<file path="src/rtl/conv_window_addr_gen.sv">
`timescale 1ns/1ps
// conv_window_addr_gen
//   Scans every valid KxK window of an IMG_H x IMG_W image in row-major order.
//   For each tap of each window it issues an image address and a filter address
//   over a valid/ready handshake. A start/done pair hooks it to the top controller.
//
//   state   | meaning
//   --------+--------------------------------------------------------------
//   ST_IDLE | waiting for start, all outputs 0
//   ST_RUN  | addr_valid high, tap advances on addr_valid & addr_ready
//   ST_DONE | one-cycle done pulse, counters back at 0
//
// Ports
//   clk, rst         single clock, synchronous active-high reset
//   start            begins a scan (sampled in ST_IDLE only)
//   busy, done       status toward the top controller
//   addr_valid/ready tap handshake
//   img_addr         (out_row+i)*IMG_W + (out_col+j)
//   flt_addr         i*K + j
//   win_last         last tap of the current window
//   out_row/out_col  output-pixel position of the current window
module conv_window_addr_gen #(
  parameter int IMG_W  = 8,
  parameter int IMG_H  = 8,
  parameter int K      = 3,
  parameter int ADDR_W = 6,
  parameter int CNT_W  = 4
) (
  input  logic                 clk,
  input  logic                 rst,
  input  logic                 start,
  output logic                 busy,
  output logic                 done,
  output logic                 addr_valid,
  input  logic                 addr_ready,
  output logic [ADDR_W-1:0]    img_addr,
  output logic [2*CNT_W-1:0]   flt_addr,
  output logic                 win_last,
  output logic [CNT_W-1:0]     out_row,
  output logic [CNT_W-1:0]     out_col
);

  localparam int FLT_W = 2 * CNT_W;
  localparam logic [CNT_W-1:0] LAST_TAP = CNT_W'(K - 1);
  localparam logic [CNT_W-1:0] LAST_COL = CNT_W'(IMG_W - K);
  localparam logic [CNT_W-1:0] LAST_ROW = CNT_W'(IMG_H - K);

  typedef enum logic [1:0] {
    ST_IDLE = 2'd0,
    ST_RUN  = 2'd1,
    ST_DONE = 2'd2
  } state_t;

  state_t state_q, state_d;

  logic [CNT_W-1:0] r_q, r_d, c_q, c_d, i_q, i_d, j_q, j_d;

  logic              busy_q, busy_d;
  logic              done_q, done_d;
  logic              valid_q, valid_d;
  logic [ADDR_W-1:0] img_q, img_d;
  logic [FLT_W-1:0]  flt_q, flt_d;
  logic              wl_q, wl_d;
  logic [CNT_W-1:0]  row_q, row_d;
  logic [CNT_W-1:0]  col_q, col_d;
  logic              run_d;

  always_comb begin
    state_d = state_q;
    r_d     = r_q;
    c_d     = c_q;
    i_d     = i_q;
    j_d     = j_q;

    case (state_q)
      ST_IDLE: begin
        if (start) begin
          state_d = ST_RUN;
          r_d     = '0;
          c_d     = '0;
          i_d     = '0;
          j_d     = '0;
        end
      end
      ST_RUN: begin
        // addr_valid is always high here, so ready alone marks a handshake.
        if (addr_ready) begin
          if (j_q != LAST_TAP) begin
            j_d = j_q + 1'b1;
          end else begin
            j_d = '0;
            if (i_q != LAST_TAP) begin
              i_d = i_q + 1'b1;
            end else begin
              i_d = '0;
              if (c_q != LAST_COL) begin
                c_d = c_q + 1'b1;
              end else begin
                c_d = '0;
                if (r_q != LAST_ROW) begin
                  r_d = r_q + 1'b1;
                end else begin
                  r_d     = '0;
                  state_d = ST_DONE;
                end
              end
            end
          end
        end
      end
      ST_DONE: begin
        state_d = ST_IDLE;
      end
      default: begin
        state_d = ST_IDLE;
      end
    endcase
  end

  // Outputs are built from next-state values so they land in registers and
  // stay bit-stable under backpressure (counters simply do not move).
  always_comb begin
    run_d   = (state_d == ST_RUN);
    busy_d  = (state_d != ST_IDLE);
    done_d  = (state_d == ST_DONE);
    valid_d = run_d;
    img_d   = '0;
    flt_d   = '0;
    wl_d    = 1'b0;
    row_d   = '0;
    col_d   = '0;
    if (run_d) begin
      img_d = ADDR_W'((32'(r_d) + 32'(i_d)) * 32'(IMG_W) + 32'(c_d) + 32'(j_d));
      flt_d = FLT_W'(32'(i_d) * 32'(K) + 32'(j_d));
      wl_d  = (i_d == LAST_TAP) && (j_d == LAST_TAP);
      row_d = r_d;
      col_d = c_d;
    end
  end

  always_ff @(posedge clk) begin
    if (rst) begin
      state_q <= ST_IDLE;
      r_q     <= '0;
      c_q     <= '0;
      i_q     <= '0;
      j_q     <= '0;
      busy_q  <= 1'b0;
      done_q  <= 1'b0;
      valid_q <= 1'b0;
      img_q   <= '0;
      flt_q   <= '0;
      wl_q    <= 1'b0;
      row_q   <= '0;
      col_q   <= '0;
    end else begin
      state_q <= state_d;
      r_q     <= r_d;
      c_q     <= c_d;
      i_q     <= i_d;
      j_q     <= j_d;
      busy_q  <= busy_d;
      done_q  <= done_d;
      valid_q <= valid_d;
      img_q   <= img_d;
      flt_q   <= flt_d;
      wl_q    <= wl_d;
      row_q   <= row_d;
      col_q   <= col_d;
    end
  end

  assign busy       = busy_q;
  assign done       = done_q;
  assign addr_valid = valid_q;
  assign img_addr   = img_q;
  assign flt_addr   = flt_q;
  assign win_last   = wl_q;
  assign out_row    = row_q;
  assign out_col    = col_q;

endmodule

</file>
<file path="config.mk">
export PLATFORM = sky130hd
export DESIGN_NAME = conv_window_addr_gen
export DESIGN_NICKNAME = d
export VERILOG_FILES = /design/src/rtl/conv_window_addr_gen.sv
export SDC_FILE = /design/constraint.sdc
export NUM_CORES = 1
export LEC_CHECK = 0
export ABC_AREA = 1
export BUFFER_PORTS_ARGS = -buffer_cell sky130_fd_sc_hd__buf_2
export CORE_ASPECT_RATIO = 0.6
export CORE_MARGIN = 3
export CORE_UTILIZATION = 28
export DETAILED_ROUTE_END_ITERATION = 7
export GPL_TIMING_DRIVEN = 1
export PLACE_DENSITY = 0.46
export RECOVER_POWER = 50
export SLEW_MARGIN = 40
export SYNTH_ARGS = -nofsm -noshare
export SYNTH_HDL_FRONTEND = slang
export SYNTH_SLANG_ARGS = --single-unit
</file>
<file path="constraint.sdc">
create_clock -name clk -period 3.3 [get_ports clk]
set_input_delay 0.66 -clock clk [delete_from_list [all_inputs] [get_ports clk]]
set_output_delay 0.66 -clock clk [all_outputs]
set_load 0.005 [all_outputs]
</file>
==> impl_metrics.env <==
export IMPL_p_seq_share_pct=43.9
export IMPL_multi_input_area_um2=1270
export IMPL_min_path_type="reg -> reg"
export IMPL_layout_common_cells="49 x inv_1, 43 x nor2_1, 40 x dfxtp_1"
export IMPL_netlist_area_leader_share_pct=35.6
export IMPL_wl_um=5440
export IMPL_fmax_ghz=0.325
export IMPL_synthesis_area_um2=2360
export IMPL_status="finished, final reports clean"
export IMPL_dr_total_vias=1916
export IMPL_worstSetupPathType="in -> reg"
export IMPL_drc=0
export IMPL_regArea_um2=843
export IMPL_leakage_nw=1.42
export IMPL_final_cells=451
export IMPL_layout_nets=374
export IMPL_startpoint_type="primary input"
export IMPL_switching_share_pct=23.6
export IMPL_cp_max_fo=3
export IMPL_syn_inst=289
export IMPL_clock_sinks=42
export IMPL_syn_area_per_cell_um2=8.18
export IMPL_rsz0062_at_grt="no"
export IMPL_clockRootBuffer="clkbuf_16"
export IMPL_post_place_cells=442
export IMPL_yosys_top_cells_area="dfxtp_1 36%, ha_1 11%, inv_1 8.3%, nor2_1 7.0%, fa_1 5.9%"
export IMPL_timing_final_crit_share_pct=93.2
export IMPL_antenna_found_initial=0
export IMPL_core_area_um2=8040
export IMPL_grt_pass1_wl_um=9510
export IMPL_overflow=0
export IMPL_skew_ns=0.00328
export IMPL_setup_violations=0
export IMPL_arrival_ns=3.31
export IMPL_crit_chain="buf_2 > nand2_1 > inv_2 > nand3_4 > nor2_8 > nand2_4 > nor2_4 > o21ai_2 > nand2_1 > and3_4 > ha_4 > fa_1 > ha_4 > nand2_1 > inv_1 > o21ai_1 > and2_1 > inv_1 > nand3_1 > nand3_1 > nand2_1 > nor2_1"
export IMPL_cts_clk_slew_worst_paths_ns=0.06
export IMPL_cpPeakStageDelay_ns=0.47
export IMPL_grt_max_degree=22
export IMPL_ant_nets=0
export IMPL_dr_pass1_iters=4
export IMPL_grt_pass1_vias=1930
export IMPL_synth_cell_type_count=36
export IMPL_intPower_mw=0.907
export IMPL_yosysWarnings=0
export IMPL_slowest_stage="fa_1"
export IMPL_initial_core_util_pct=29.4
export IMPL_viasPerCell=4.25
export IMPL_timing_max_transition_violations_final=0
export IMPL_required_ns=3.53
export IMPL_hold_viol=0
export IMPL_rows=25
export IMPL_clkPwrFrac_pct=47.8
export IMPL_dp_hpwl_um=4350
export IMPL_peakVddDrop_mv=0.171
export IMPL_yosysTopAreaCell="dfxtp_1"
export IMPL_ys_seq_elements=42
export IMPL_cts_buffers=5
export IMPL_top_level_ports=30
export IMPL_layout_cells_most_common="inv_1"
export IMPL_drv_cap=0
export IMPL_fp_dieW_um=125
export IMPL_diodes=0
export IMPL_clk_path_buf_depth=2
export IMPL_layout_drive_gt1_share_pct=23.0
export IMPL_cts_tree="built"
export IMPL_track_usage_pct=12.7
export IMPL_fillers=860
export IMPL_period_minus_slack_ns=3.08
export IMPL_syn2layout_area_growth_pct=24.0
export IMPL_die_y_um=77.2
export IMPL_cpMostUsedCell="nand2_1"
export IMPL_htree_levels=2
export IMPL_p_comb_share_pct=8.2
export IMPL_io_buffers=27
export IMPL_dr_first_iter_drc_count=126
export IMPL_p_switching_mw=0.281
export IMPL_place_congestion=0.853
export IMPL_total_power_mw=1.19
export IMPL_detail_route_wl_per_cell_um=12.1
export IMPL_clk_latency_ns=0.29
export IMPL_die_area_um2=9620
export IMPL_ctsHoldBuffers=0
export IMPL_power_density_nw_per_um2=405
export IMPL_ys_seq_area_share_pct=35.6
export IMPL_end_kind="flip-flop"
==> synth_stat cells (all sizes together) <==
| master | n |
|---|---|
| a21oi | 10 |
| a22oi | 1 |
| a31o | 1 |
| and2 | 1 |
| and3 | 1 |
| buf | 3 |
| clkbuf | 3 |
| clkinv | 1 |
| conb | 1 |
| dfxtp | 42 |
| fa | 7 |
| ha | 21 |
| inv | 56 |
| nand2 | 37 |
| nand3 | 21 |
| nand4 | 2 |
| nor2 | 51 |
| nor3 | 4 |
| o211ai | 4 |
| o21ai | 12 |
| o21bai | 1 |
| o221ai | 1 |
| o22ai | 3 |
| or2 | 1 |
| xor2 | 4 |
==> per-layer routing <==
layer  part of all wire (%)  GRT usage (%)  vias to the layer above
li1                       -              -                     1011
met1                     57           18.8                      861
met2                     36           17.1                       37
met3                    5.5           3.90                        7
met4                    1.3           4.16                        0
met5                      0              0                        -
==> layout make-up <==
type                            instances  share of cell area [%]
Clock buffer                            5                    4.27
Clock inverter                          3                    1.37
Sequential cell                        42                    28.8
Inverter                               57                    7.55
Multi-Input combinational cell        185                    43.3
Tap cell                              108                    4.61
Timing Repair Buffer                   51                    10.1
==> state kept, by name, indices dropped and copies added, names as in the netlist <==
signal and flops:
j_q 4, state_q 2, busy 1, done 1, flt_addr 6, r_q 4, i_q 4, win_last 1
c_q 4, out_col 4, img_addr 6, out_row 4, addr_valid 1
==> per-stage QoR <==
step / util [%] / hold slack [ns] / setup WS (ns) / TNS [ns] / instance area [um^2]
final: 36.5 / 0.644 / 0.223 / 0 / 2930
after global placement: 34.7 / 0.628 / -0.0584 / -0.0584 / 2790
after detailed placement: 34.7 / 0.637 / -0.103 / -0.103 / 2790
after floorplan: - / 0.582 / 0.00426 / 0 / 2390
after CTS: 36.8 / 0.651 / 0.190 / 0 / 2960
after global routing: 36.5 / 0.707 / 0.0103 / 0 / 2930
==> cell families after synthesis <==
group / share of synthesized area (%)
adder cells (fa/ha/maj): 17.0
buffers and inverters: 11.2
AND/OR/NAND/NOR: 25.5
other: 0.159
XOR/XNOR: 1.48
AO/OA/AOI/OAI: 9.05
flip-flops: 35.6
==> final timing paths <==
kind / startpoint / end / depth (start not counted) / slack, ns
worst min-delay path: j_q[3] / j_q[3] / 3 / 0.64
worst max-delay path: addr_ready / img_addr[5] / 22 / 0.22
worst min register to register: j_q[3] / j_q[3] / 3 / 0.64
worst max register to register: i_q[0] / img_addr[5] / 21 / 0.28
==> timing repair <==
item / CTS / global route
gates resized for setup: 0 / 5
setup endpoints to repair: 0 / 1
setup buffers: 0 / 1
==> worst max-delay path: cells and delay by family <==
family / cells / cell delay [ns]
AND/OR/NAND/NOR: 13 / 1.27
buffers and inverters: 4 / 0.29
AO/OA/AOI/OAI: 2 / 0.12
adder cells (fa/ha/maj): 3 / 0.96
==> power by group through the flow <==
stage | sequential, mW | clock [mW] | combinational (mW)
6_report | 0.522 | 0.568 | 0.0978
5_1_grt | 0.523 | 0.603 | 0.111
4_1_cts | 0.522 | 0.585 | 0.100
3_5_place_dp | 0.533 | 0 | 0.0998
3_3_place_gp | 0.533 | 0 | 0.0997
2_1_floorplan | 0.533 | 0 | 0.0618
Note: power is estimated with default switching activity, not from simulation.
